==> config.mk <==
export PLATFORM = sky130hd
export DESIGN_NAME = processor_regfile
export DESIGN_NICKNAME = d
export VERILOG_FILES = /design/src/rtl/processor_regfile_pkg.sv /design/src/rtl/processor_regfile_dbg.sv /design/src/rtl/processor_regfile.sv
export SDC_FILE = /design/constraint.sdc
export NUM_CORES = 1
export LEC_CHECK = 0
export CORE_ASPECT_RATIO = 2
export CORE_MARGIN = 2
export CORE_UTILIZATION = 40
export DETAILED_ROUTE_END_ITERATION = 8
export PLACE_DENSITY_LB_ADDON = 0.3
export SYNTH_ARGS = -nofsm -noshare
export SYNTH_HDL_FRONTEND = slang
export SYNTH_SLANG_ARGS = --single-unit
==> constraint.sdc <==
create_clock -name clock -period 2.5 [get_ports clock]
set_input_delay 0.5 -clock clock [delete_from_list [all_inputs] [get_ports clock]]
set_output_delay 0.5 -clock clock [all_outputs]
set_load 0.03 [all_outputs]
==> src/rtl/processor_regfile_pkg.sv <==
// Shared processor definitions: opcode constants, register file defaults and debug FSM states.
package processor_regfile_pkg;

  // Default register address width; the register count is 2**DEFAULT_REG_ADDR_BITS.
  localparam int unsigned DEFAULT_REG_ADDR_BITS = 3;

  // Instruction opcodes.
  localparam logic [3:0] OP_ALU    = 4'h0;
  localparam logic [3:0] OP_ALUI   = 4'h1;
  localparam logic [3:0] OP_LOAD   = 4'h2;
  localparam logic [3:0] OP_STORE  = 4'h3;
  localparam logic [3:0] OP_BRANCH = 4'h4;
  localparam logic [3:0] OP_JUMP   = 4'h5;

  // ALU operation selects.
  localparam logic [2:0] ALU_OP_ADD = 3'h0;
  localparam logic [2:0] ALU_OP_SUB = 3'h1;
  localparam logic [2:0] ALU_OP_AND = 3'h2;
  localparam logic [2:0] ALU_OP_OR  = 3'h3;
  localparam logic [2:0] ALU_OP_XOR = 3'h4;
  localparam logic [2:0] ALU_OP_SHL = 3'h5;
  localparam logic [2:0] ALU_OP_SHR = 3'h6;

  // Debug access port sequencing.
  typedef enum logic [1:0] {
    DBG_IDLE,
    DBG_ACCESS,
    DBG_DONE,
    DBG_HOLD
  } dbg_state_e;

endpackage

==> src/rtl/processor_regfile_dbg.sv <==
// Debug access FSM: sequences one read or write per request and produces a single ack pulse.
// Writes are deferred while the pipeline write port is busy; the pipeline always wins.
module processor_regfile_dbg
  import processor_regfile_pkg::*;
#(
  parameter int unsigned WORD_SIZE     = 18,
  parameter int unsigned REG_ADDR_BITS = DEFAULT_REG_ADDR_BITS
) (
  input  logic                     clock,
  input  logic                     reset,
  input  logic                     dbg_req,
  input  logic                     dbg_we,
  input  logic [REG_ADDR_BITS-1:0] dbg_addr,
  input  logic [WORD_SIZE-1:0]     dbg_wdata,
  input  logic                     pipe_write_enable,
  input  logic [WORD_SIZE-1:0]     read_value,
  output logic                     dbg_ack,
  output logic [WORD_SIZE-1:0]     dbg_rdata,
  output logic                     commit_enable,
  output logic [REG_ADDR_BITS-1:0] commit_addr,
  output logic [WORD_SIZE-1:0]     commit_data
);

  dbg_state_e           state_q, state_d;
  logic [WORD_SIZE-1:0] rdata_q, rdata_d;

  // Next-state, read capture and write commit decisions.
  always_comb begin
    state_d       = state_q;
    rdata_d       = rdata_q;
    commit_enable = 1'b0;
    case (state_q)
      DBG_IDLE: begin
        if (dbg_req) state_d = DBG_ACCESS;
      end
      DBG_ACCESS: begin
        if (!dbg_we) begin
          // read_value already carries any same-cycle pipeline write to dbg_addr
          rdata_d = read_value;
          state_d = DBG_DONE;
        end else if (!pipe_write_enable) begin
          commit_enable = 1'b1;
          state_d       = DBG_DONE;
        end
      end
      DBG_DONE: begin
        state_d = dbg_req ? DBG_HOLD : DBG_IDLE;
      end
      DBG_HOLD: begin
        if (!dbg_req) state_d = DBG_IDLE;
      end
      default: state_d = DBG_IDLE;
    endcase
  end

  // State and read-result registers; reset aborts any access in flight without an ack.
  always_ff @(posedge clock) begin
    if (reset) begin
      state_q <= DBG_IDLE;
      rdata_q <= '0;
    end else begin
      state_q <= state_d;
      rdata_q <= rdata_d;
    end
  end

  assign dbg_ack     = (state_q == DBG_DONE);
  assign dbg_rdata   = rdata_q;
  assign commit_addr = dbg_addr;
  assign commit_data = dbg_wdata;

endmodule

==> src/rtl/processor_regfile.sv <==
// General-purpose register file: one merged write port (pipeline or debug), two registered
// read ports with write-to-read bypass, and a handshaked debug access port.
module processor_regfile
  import processor_regfile_pkg::*;
#(
  parameter int unsigned WORD_SIZE     = 18,
  parameter int unsigned REG_ADDR_BITS = DEFAULT_REG_ADDR_BITS
) (
  input  logic                     clock,
  input  logic                     reset,
  input  logic                     reg_write_enable,
  input  logic [REG_ADDR_BITS-1:0] reg_write_addr,
  input  logic [WORD_SIZE-1:0]     reg_write_data,
  input  logic                     read_stall,
  input  logic [REG_ADDR_BITS-1:0] read_addr0,
  input  logic [REG_ADDR_BITS-1:0] read_addr1,
  output logic [WORD_SIZE-1:0]     read_data0,
  output logic [WORD_SIZE-1:0]     read_data1,
  input  logic                     dbg_req,
  input  logic                     dbg_we,
  input  logic [REG_ADDR_BITS-1:0] dbg_addr,
  input  logic [WORD_SIZE-1:0]     dbg_wdata,
  output logic                     dbg_ack,
  output logic [WORD_SIZE-1:0]     dbg_rdata
);

  localparam int unsigned NUM_REGS = 2 ** REG_ADDR_BITS;

  logic [WORD_SIZE-1:0]     regs_q [NUM_REGS];
  logic [WORD_SIZE-1:0]     read_data0_q, read_data1_q;

  logic                     dbg_commit_enable;
  logic [REG_ADDR_BITS-1:0] dbg_commit_addr;
  logic [WORD_SIZE-1:0]     dbg_commit_data;

  logic                     wr_enable;
  logic [REG_ADDR_BITS-1:0] wr_addr;
  logic [WORD_SIZE-1:0]     wr_data;
  logic [WORD_SIZE-1:0]     rd0_value, rd1_value, dbg_read_value;

  // Merge the two write sources; the debug FSM only commits when the pipeline is idle.
  always_comb begin
    wr_enable = reg_write_enable | dbg_commit_enable;
    wr_addr   = reg_write_enable ? reg_write_addr : dbg_commit_addr;
    wr_data   = reg_write_enable ? reg_write_data : dbg_commit_data;
  end

  // Bypassed read values for both read ports and the debug read.
  always_comb begin
    rd0_value = (wr_enable && (wr_addr == read_addr0)) ? wr_data : regs_q[read_addr0];
    rd1_value = (wr_enable && (wr_addr == read_addr1)) ? wr_data : regs_q[read_addr1];
    // Only the pipeline can write while a debug read is in ACCESS, so bypass it alone here;
    // this also keeps the FSM's commit strobe out of its own input path.
    dbg_read_value = (reg_write_enable && (reg_write_addr == dbg_addr)) ? reg_write_data
                                                                       : regs_q[dbg_addr];
  end

  // Register array update; at most one write per cycle.
  always_ff @(posedge clock) begin
    if (reset) begin
      for (int i = 0; i < int'(NUM_REGS); i++) begin
        regs_q[i] <= '0;
      end
    end else if (wr_enable) begin
      regs_q[wr_addr] <= wr_data;
    end
  end

  // Registered read ports, frozen while the operand-fetch stage stalls.
  always_ff @(posedge clock) begin
    if (reset) begin
      read_data0_q <= '0;
      read_data1_q <= '0;
    end else if (!read_stall) begin
      read_data0_q <= rd0_value;
      read_data1_q <= rd1_value;
    end
  end

  assign read_data0 = read_data0_q;
  assign read_data1 = read_data1_q;

  processor_regfile_dbg #(
    .WORD_SIZE    (WORD_SIZE),
    .REG_ADDR_BITS(REG_ADDR_BITS)
  ) u_dbg (
    .clock            (clock),
    .reset            (reset),
    .dbg_req          (dbg_req),
    .dbg_we           (dbg_we),
    .dbg_addr         (dbg_addr),
    .dbg_wdata        (dbg_wdata),
    .pipe_write_enable(reg_write_enable),
    .read_value       (dbg_read_value),
    .dbg_ack          (dbg_ack),
    .dbg_rdata        (dbg_rdata),
    .commit_enable    (dbg_commit_enable),
    .commit_addr      (dbg_commit_addr),
    .commit_data      (dbg_commit_data)
  );

endmodule

Yosys cells after proc, flatten, opt, wreduce, memory -nomap -nowiden
Memories as Yosys holds them, arrays and structs flattened. A register that Yosys moved wholly into a read port is not among the register bits.
Cells that the tools add are included.
Widths: inputs -> output; s select.

operators by class
  reduce and logical (&&, ||, !) cells = 6
  bitwise operators = 2
  muxes and demuxes = 19
  eq/ne operators = 6

operators with widths
  operator            number
  $mux 18             2
  $reduce_or 18->1    1
  $mux 2              5
  $mux 1              9
  $pmux 2 s4          1
  $mux 3              2
  $eq 2x2->1 const B  2
  $ne 2x2->1 const B  2
  $ne 3x3->1 const B  1
  $reduce_and 3->1    1
  $eq 2x1->1 const B  1
  $logic_not 1->1     2
  $logic_not 2->1     1
  $reduce_and 2->1    1
  $not 1->1           1
  $or 1x1->1          1

storage, ports and cells
  memory bits (writable) = 144
  word-level logic and storage cells = 35
  register bits = 2
  output and inout port bits = 55
  input bits = 54
  memories kept = 1

memories
  memory  words  width  rd ports  clocked after memory_dff  wr ports  RTL line                 RTL
  regs_q  8      18     3         3                         8         processor_regfile.sv:29  logic [WORD_SIZE-1:0] regs_q [NUM_REGS];

Depth between registers and ports, before layout
Gate-level depths: netlist of the first run.

  depth after elaboration = 9
  depth in mapped cells = 8
  depth with buffers taken out = 5

Modules after synthesis
A second synthesis of the first run with hierarchy kept.

unflattened totals
  cell total of the unflattened synthesis = 829
  area, all modules = 11,115.7 um^2

by module, submodules not included
  module                 area each (um^2)  cells an instance  times used  seq. area each (um^2)
  processor_regfile      10,193.5          717                1           5,044.8
  processor_regfile_dbg  922.1             112                1           400.4

Worst setup path after synthesis of the first run
OpenSTA, ideal clock, no wires.

  path kind = input to register
  start point = in reg_write_enable
  end point = mem regs_q[6][0] (enable)
  setup time = 0.377 ns
  arrival time = 1.878 ns
  path slack = 0.245 ns
  buffers on the path = 1
  cell stages on the path = 5
  data required time = 2.123 ns
  cell sequence = buf_6 > mux2i_2 > nor3b_2 > nand2_1 > nand2b_1

RTL lines
  item                RTL line                 RTL
  start: declaration  processor_regfile.sv:11  input logic reg_write_enable,
  end: declaration    processor_regfile.sv:29

==> flow_summary.toml, run 1 <==
[run_status]
status = "finished clean"

[sta]
setup_viol = 0
max_freq_ghz = 0.461
clock_skew_ns = 0.00938
hold_violations = 0
period_needed_ns = 2.17
finalCritPeriodShare_pct = 86.8
final_max_slew_viol_count = 0
rsz0062_at_grt = "no"
hold_slack_ns = 0.471
max_slew_margin_pct = 55.4
tns_ns = 0
worstMarginPinSlew_ns = 0.653

[worst_setup_path]
worstReg2RegEnd = "regs_q[5][10]"
max_stage_delay_ns = 0.68
arrival_ns = 2.56
slowest_stage = "clkdlybuf4s50_1"
criticalPathCategory = "in -> reg"
required_ns = 2.89
cp-end-kind = "flip-flop"
critPathLaunchType = "input port"
rrSetupSlack_ns = 0.61
reg2reg_from = "u_dbg.state_q[1]"
r2r_cells = 6
critPathLaunch = "read_addr1[2]"
cp_cell_sequence = "clkdlybuf4s50_1, buf_4, mux4_2, mux2i_1, a2111oi_0, a211o_1"
worstPathMaxFanout = 10

[floorplanning]
start_util_pct = 40.3
die_h_um = 236
num_rows = 85
die-area_um2 = 28300
core_um2 = 26700
die_w_um = 120
io_pins = 109

[clocking]
cts_resized = 0
root_buffer = "clkbuf_16"
post-cts-setup-buffers = 0
clockBufferDepth = 2
htree_num_levels = 4
cts_buffers = 17
cts_num_sinks = 200
tritoncts = "yes"
hold_buffers = 0
clk_pin_slew_ns = 0.08
clock_latency_ns = 0.45

[drt]
wl_per_cell_um = 25.1
drt_wl_total_um = 32700
final_antenna_net_count = 0
first_iter_violations = 618
first_pass_iters = 5
drc = 0
vias = 7715
via_per_inst = 5.93

[synthesis]
postSynthCellCount = 792
yosysMostFrequentCell = "nor2_1"
ys.flop_type = "edfxtp_1"
avgSynthCellArea_um2 = 13.6
synthTopCellsByCount = "154 x nor2_1, 144 x edfxtp_1, 108 x mux4_2, 72 x mux2i_1, 56 x dfxtp_1"
ys_seq_area_share_pct = 50.6
yosys_warnings = 0
async_flop_share_pct = 0
yosysTopAreaCellShare_pct = 40.2
syn-cell-area_um2 = 10800
synth.distinct_cells = 36
synth_edf_count = 144
yosys-top-cells-area = "edfxtp_1 40%, mux4_2 23%, dfxtp_1 10%"
yosys.area.top_type = "edfxtp_1"
ys_seq_elements = 200
syn_nets = 846

[place]
portBuffers = 108
dpl.cell_count = 1268
dpl.hpwl_um = 23300
gp_congestion = 0.880
placed_area_um2 = 12700

[pwr]
peakVddDrop_v = 0.000477
power_density_nw_per_um2 = 621
leakage_uw = 0.00489

[cells_and_area]
syn2layout_area_growth_pct = 24.0
stdcell_count = 1300
fill_cells = 2289
final_area_um2 = 13400
drive_above_1_share_pct = 27.2
diodes = 0
fin_nets = 993

[flow_run]
maxCapViolCount = 0

[hold_path]
worst_hold_path.endpoint = "read_data0[11]"
hold_depth = 2
hp-class = "reg -> reg"
hp-start = "read_data0[11]"

[global_route]
overflow = 0
grt_pass1_wl_um = 49100
grt_start_max_net_pins = 38
grt_pass1_vias = 8007
antenna_found_initial = 0
track_usage_pct = 23.6
per-layer routing:
metal,vias up,track usage [%],part of all wire (%)
met5,-,0,0
met4,0,9.30,3.0
met3,70,5.44,7.7
met2,403,40.5,53
met1,3890,28.4,37
li1,3352,-,-
sequential cells by signal, indices dropped and copies added (netlist names):
signal / cells
u_dbg.dbg_rdata: 18
read_data0: 18
read_data1: 18
u_dbg.state_q: 2
regs_q: 144
report_power, final:
part           total (uW)  internal (uW)  leakage [uW]  switching, uW
sequential           3890           3740       0.00193            146
combinational        1440            696       0.00265            742
clock                2970           1480      0.000310           1490
how the worst max path moves through the flow:
stage / depth (start not counted) / endpoint
5_1_grt: 6 / read_data1[7]
4_1_cts: 2 / dbg_ack
3_3_place_gp: 6 / read_data1[7]
6_report: 6 / read_data1[7]
2_1_floorplan: 5 / regs_q[6][0]
3_5_place_dp: 7 / read_data0[6]
kinds of logic after synthesis:
logic type,count (synthesis),synth area share (%)
muxes,183,29.7
DFF,200,50.6
buffers and inverters,97,4.32
and+or+nand+nor,220,8.32
xor gates and xnor gates,9,0.732
AOI/OAI and AO/OA,83,6.37
stage by stage:
stage	worst slack, ns	total power, uW	util [%]
5_1_grt	0.304	8530	50.0
6_report	0.330	8290	50.0
3_5_place_dp	-0.0464	5390	47.6
4_1_cts	0.358	8330	50.0
3_3_place_gp	-0.0442	5370	47.6
2_1_floorplan	0.245	4790	-
cell type report:
| cell class | count | area (um2) | area share, % |
|---|---|---|---|
| Clock buffer | 17 | 425 | 3.19 |
| Sequential cell | 200 | 5450 | 40.8 |
| Multi-Input combinational cell | 495 | 4870 | 36.4 |
| Tap cell | 348 | 435 | 3.26 |
| Timing Repair Buffer | 204 | 1880 | 14.1 |
| Clock inverter | 15 | 215 | 1.61 |
| Inverter | 21 | 78.8 | 0.590 |
critical path: cells and delay by family:
kind | cells | cell delay, ns
AOI/OAI and AO/OA | 2 | 0.81
muxes | 2 | 0.29
buffers and inverters | 2 | 0.96
layout by cell type, fill, tap and decap left out, types with 9 or more instances in the layout:
cell type and instances:
buf_4 87, mux4_2 108, nand2_1 45, nor2_1 154, o221ai_2 10, clkdlybuf4s50_1 102
inv_1 21, edfxtp_1 144, dfxtp_1 56, mux2i_1 72, o221ai_1 25, nand2b_1 10
a22oi_1 18, buf_12 9, o21ai_0 19, clkbuf_16 17
(Power assumes the default switching activity.)
==> run 2: changes to the inputs <==
- CTS_CLUSTER_SIZE: unset -> 25
- RECOVER_POWER: unset -> 25
- clock period: 2.5 -> 2.6 ns (I/O delays scaled with it)
==> flow_summary.toml, run 2 (synthesis gave the netlist of run 1 again) <==
[run_status]
status = "finished clean"

[drt]
vias = 7780
first_pass_iters = 5
wl_met3_um = 2400
drc = 0
dr_wl_met2_um = 17400
via_per_inst = 6.02
highest_layer = "met4"
wl_met1_um = 12000
drt_wl_total_um = 32900
first_iter_violations = 663
wl_per_cell_um = 25.4
final_antenna_net_count = 0

[worst_setup_path]
max_stage_delay_ns = 0.63
slowest_stage = "dlygate4sd3_1"
criticalPathCategory = "in -> reg"
cp_cell_sequence = "dlygate4sd3_1, mux2i_1, xnor2_1, nor2_1, a311o_1, clkbuf_1, o221ai_1"
worstPathMaxFanout = 7
required_ns = 2.89
critPathLaunchType = "input port"
cp_top_family = "buffers and inverters"
critPathBufInv = 2
cp-end-kind = "flip-flop"
arrival_ns = 2.65

[cells_and_area]
multiInputGateArea_um2 = 4860
syn2layout_area_growth_pct = 21.9
fill_cells = 2309
diodes = 0
final_common_cell = "nor2_1"
layout_common_cells = "154 x nor2_1, 144 x edfxtp_1, 108 x mux4_2"
largest-register = "regs_q"
seq_area_um2 = 5450
drive_above_1_share_pct = 25.4
largest_reg_flops = 144
fin_nets = 985

[sta]
rsz0062_at_grt = "no"
tns_ns = 0
finalCritPeriodShare_pct = 90.6
timing.final.ws_setup_ns = 0.243
hold_violations = 0
hold_slack_ns = 0.463
final_max_slew_viol_count = 0
max_slew_margin_pct = 45.9
worstMarginPinSlew_ns = 0.791
period_needed_ns = 2.36
clock_skew_ns = 0.0105
max_freq_ghz = 0.424
setup_viol = 0

[clocking]
root_buffer = "clkbuf_16"
post-cts-setup-buffers = 0
cts_num_sinks = 200
cts_buffers = 17
clockBufferDepth = 2
tritoncts = "yes"
clock_latency_ns = 0.45
hold_buffers = 0
clk_pin_slew_ns = 0.07
cts_resized = 0
htree_num_levels = 4

[pwr]
finalPower_uw = 7730
peakVddDrop_v = 0.000496
power_density_nw_per_um2 = 589
leakage_uw = 0.00482

[place]
gp_congestion = 0.846
portBuffers = 108
place_ws_ns = -0.0253
dpl.hpwl_um = 23400

[floorplanning]
num_rows = 85
die_h_um = 236
core_um2 = 26700
io_pins = 109
die-area_um2 = 28300
start_util_pct = 40.3
die_w_um = 120

[global_route]
grt_pass1_vias = 8118
antenna_found_initial = 0
grt_pass1_wl_um = 49700
track_usage_pct = 23.8
grt_start_max_net_pins = 38
overflow = 0

[hold_path]
hp-class = "reg -> reg"

[flow_run]
maxCapViolCount = 0
==> run 2: changes by cell type in the layout (fill, tap and decap cells not counted), sizes merged <==
cell / before / now
clkdlybuf4s50: 102 / 81
buf: 102 / 87
dlygate4sd3: 0 / 21
clkbuf: 17 / 26
clkinv: 6 / 3
clkinvlp: 0 / 1
==> run 2: power breakdown <==
group | total, uW | leakage (uW) | internal [uW] | switching, uW
registers | 3740 | 0.00193 | 3600 | 141
logic | 1340 | 0.00262 | 637 | 706
clock network | 2640 | 0.000275 | 1350 | 1290
==> run 2: cell type report <==
class	count	share of cell area, %
repair buffers	196	13.2
clock inverters	13	1.02
clock buffers	19	3.30
well taps	348	3.32
flip-flops and latches	200	41.5
multi-input cells	495	37.0
inverters	21	0.601
==> run 2: metrics by stage <==
| stage | cell area (um2) | cells | util (%) |
|---|---|---|---|
| floorplan | 10800 | 792 | - |
| global placement | 12600 | 1260 | 47.2 |
| detailed placement | 12600 | 1260 | 47.2 |
| CTS | 13200 | 1292 | 49.3 |
| global route | 13100 | 1292 | 49.1 |
| finish | 13100 | 1292 | 49.1 |
==> run 2: worst paths after layout <==
path,from,end,slack [ns],cells after the start
worst max-delay path,reg_write_addr[1],read_data0[7],0.24,7
worst max register to register,u_dbg.state_q[1],regs_q[4][12],0.56,6
worst min register to register,read_data0[15],read_data0[15],0.46,2
worst min-delay path,read_data0[15],read_data0[15],0.46,2
==> run 2: worst min-delay path: stages, from the launching register on <==
cell and delay (ns):
dfxtp_1 0.33, nand2_1 0.05, o221ai_1 0.06
==> run 2: layer usage <==
layer / global-route usage, % / vias to the layer above
met3: 5.15 / 76
met2: 41.4 / 421
met4: 9.80 / 0
li1: - / 3331
met1: 28.3 / 3952
met5: 0 / -
==> run 3: changes to the inputs <==
- RECOVER_POWER: 25 -> 100
==> flow_summary.toml, run 3 (synthesis gave the netlist of run 1 again) <==
[run_status]
status = "finished clean"

[drt]
via_per_inst = 5.96
wl_per_cell_um = 25.3
vias = 7697
first_iter_violations = 648
drt_wl_total_um = 32700
final_antenna_net_count = 0
first_pass_iters = 5
drc = 0

[clocking]
clk_pin_slew_ns = 0.07
clock_latency_ns = 0.46
htree_num_levels = 4
post-cts-setup-buffers = 0
root_buffer = "clkbuf_16"
cts_num_sinks = 200
hold_buffers = 0
clockBufferDepth = 2
tritoncts = "yes"
cts_resized = 0
cts_buffers = 17

[cells_and_area]
fill_cells = 2326
diodes = 0
fin_nets = 985
largest_reg_flops = 144
stdcell_count = 1292
final_common_cell = "nor2_1"
largest-register = "regs_q"
layout_common_cells = "154 x nor2_1, 144 x edfxtp_1, 108 x mux4_2"
syn2layout_area_growth_pct = 21.3
drive_above_1_share_pct = 24.3

[worst_setup_path]
slowest_stage = "dlygate4sd3_1"
arrival_ns = 2.65
worstPathMaxFanout = 7
critPathBufInv = 2
required_ns = 2.90
cp_top_family = "buffers and inverters"
criticalPathCategory = "in -> reg"
critPathLaunchType = "input port"
cp_cell_sequence = "dlygate4sd3_1, mux2i_1, xnor2_1, nor2_1, a311o_1, clkbuf_1, o221ai_1"
max_stage_delay_ns = 0.63
reg2reg_from = "u_dbg.state_q[1]"
critPathLaunch = "reg_write_addr[1]"
cp-end-kind = "flip-flop"

[floorplanning]
die_h_um = 236
io_pins = 109
die-area_um2 = 28300
num_rows = 85
die_w_um = 120
core_um2 = 26700
start_util_pct = 40.3

[sta]
worstMarginPinSlew_ns = 0.752
max_slew_margin_pct = 48.6
tns_ns = 0
hold_violations = 0
final_max_slew_viol_count = 0
finalCritPeriodShare_pct = 90.7
clock_skew_ns = 0.0124
rsz0062_at_grt = "no"
period_needed_ns = 2.36
timing.final.ws_setup_ns = 0.243
max_freq_ghz = 0.424
setup_viol = 0

[place]
gp_congestion = 0.846
dpl.hpwl_um = 23400
place_ws_ns = -0.0253
portBuffers = 108
dpl.cell_count = 1260

[hold_path]
hp-class = "reg -> reg"
hp-start = "read_data0[15]"

[flow_run]
maxCapViolCount = 0

[global_route]
grt_pass1_vias = 8118
grt_pass1_wl_um = 49700
track_usage_pct = 23.8
grt_start_max_net_pins = 38
overflow = 0
antenna_found_initial = 0

[pwr]
power_density_nw_per_um2 = 590
leakage_uw = 0.00490
peakVddDrop_v = 0.000500
[run 3: where the power goes]
| part | switching, uW | internal, uW |
|---|---|---|
| Combinational | 701 | 616 |
| Clock | 1290 | 1350 |
| Sequential | 139 | 3600 |
[run 3: cell type report]
class / count / area (um2) / share of cell area (%)
multi-input cells: 495 / 4830 / 37.0
clock inverters: 13 / 134 / 1.03
flip-flops and latches: 200 / 5450 / 41.7
repair buffers: 196 / 1700 / 13.0
well taps: 348 / 435 / 3.34
clock buffers: 19 / 433 / 3.32
inverters: 21 / 78.8 / 0.604
[run 3: worst paths after layout]
| check | to | slack (ns) | cells after the start |
|---|---|---|---|
| hold / removal | read_data0[15] | 0.46 | 2 |
| setup reg to reg | regs_q[1][0] | 0.54 | 6 |
| hold reg to reg | read_data0[15] | 0.46 | 2 |
| setup / recovery | read_data0[7] | 0.24 | 7 |
[run 3: worst register-to-register path, stage by stage (launching register included)]
cell	delay (ns)
dfxtp_1	0.33
and3b_1	0.26
nor2_1	0.09
nor3_1	0.47
nand2_1	0.18
nand2b_1	0.14
clkbuf_2	0.29
[run 3: metrics by stage]
| stage | hold WS, ns | power, uW | cell area, um2 | util [%] |
|---|---|---|---|---|
| 6_report | 0.463 | 7700 | 13100 | 48.9 |
| 5_1_grt | 0.485 | 7930 | 13100 | 48.9 |
| 4_1_cts | 0.472 | 7780 | 13200 | 49.3 |
| 3_5_place_dp | 0.450 | 5170 | 12600 | 47.2 |
| 3_3_place_gp | 0.446 | 5140 | 12600 | 47.2 |
| 2_1_floorplan | 0.474 | 4600 | 10800 | - |
[run 3: per-layer routing]
| metal | track usage [%] | vias up | routed length, um |
|---|---|---|---|
| met5 | 0 | - | 0 |
| met1 | 28.3 | 3892 | 11700 |
| li1 | - | 3333 | - |
| met4 | 9.80 | 0 | 1150 |
| met3 | 5.15 | 70 | 2610 |
| met2 | 41.4 | 402 | 17300 |
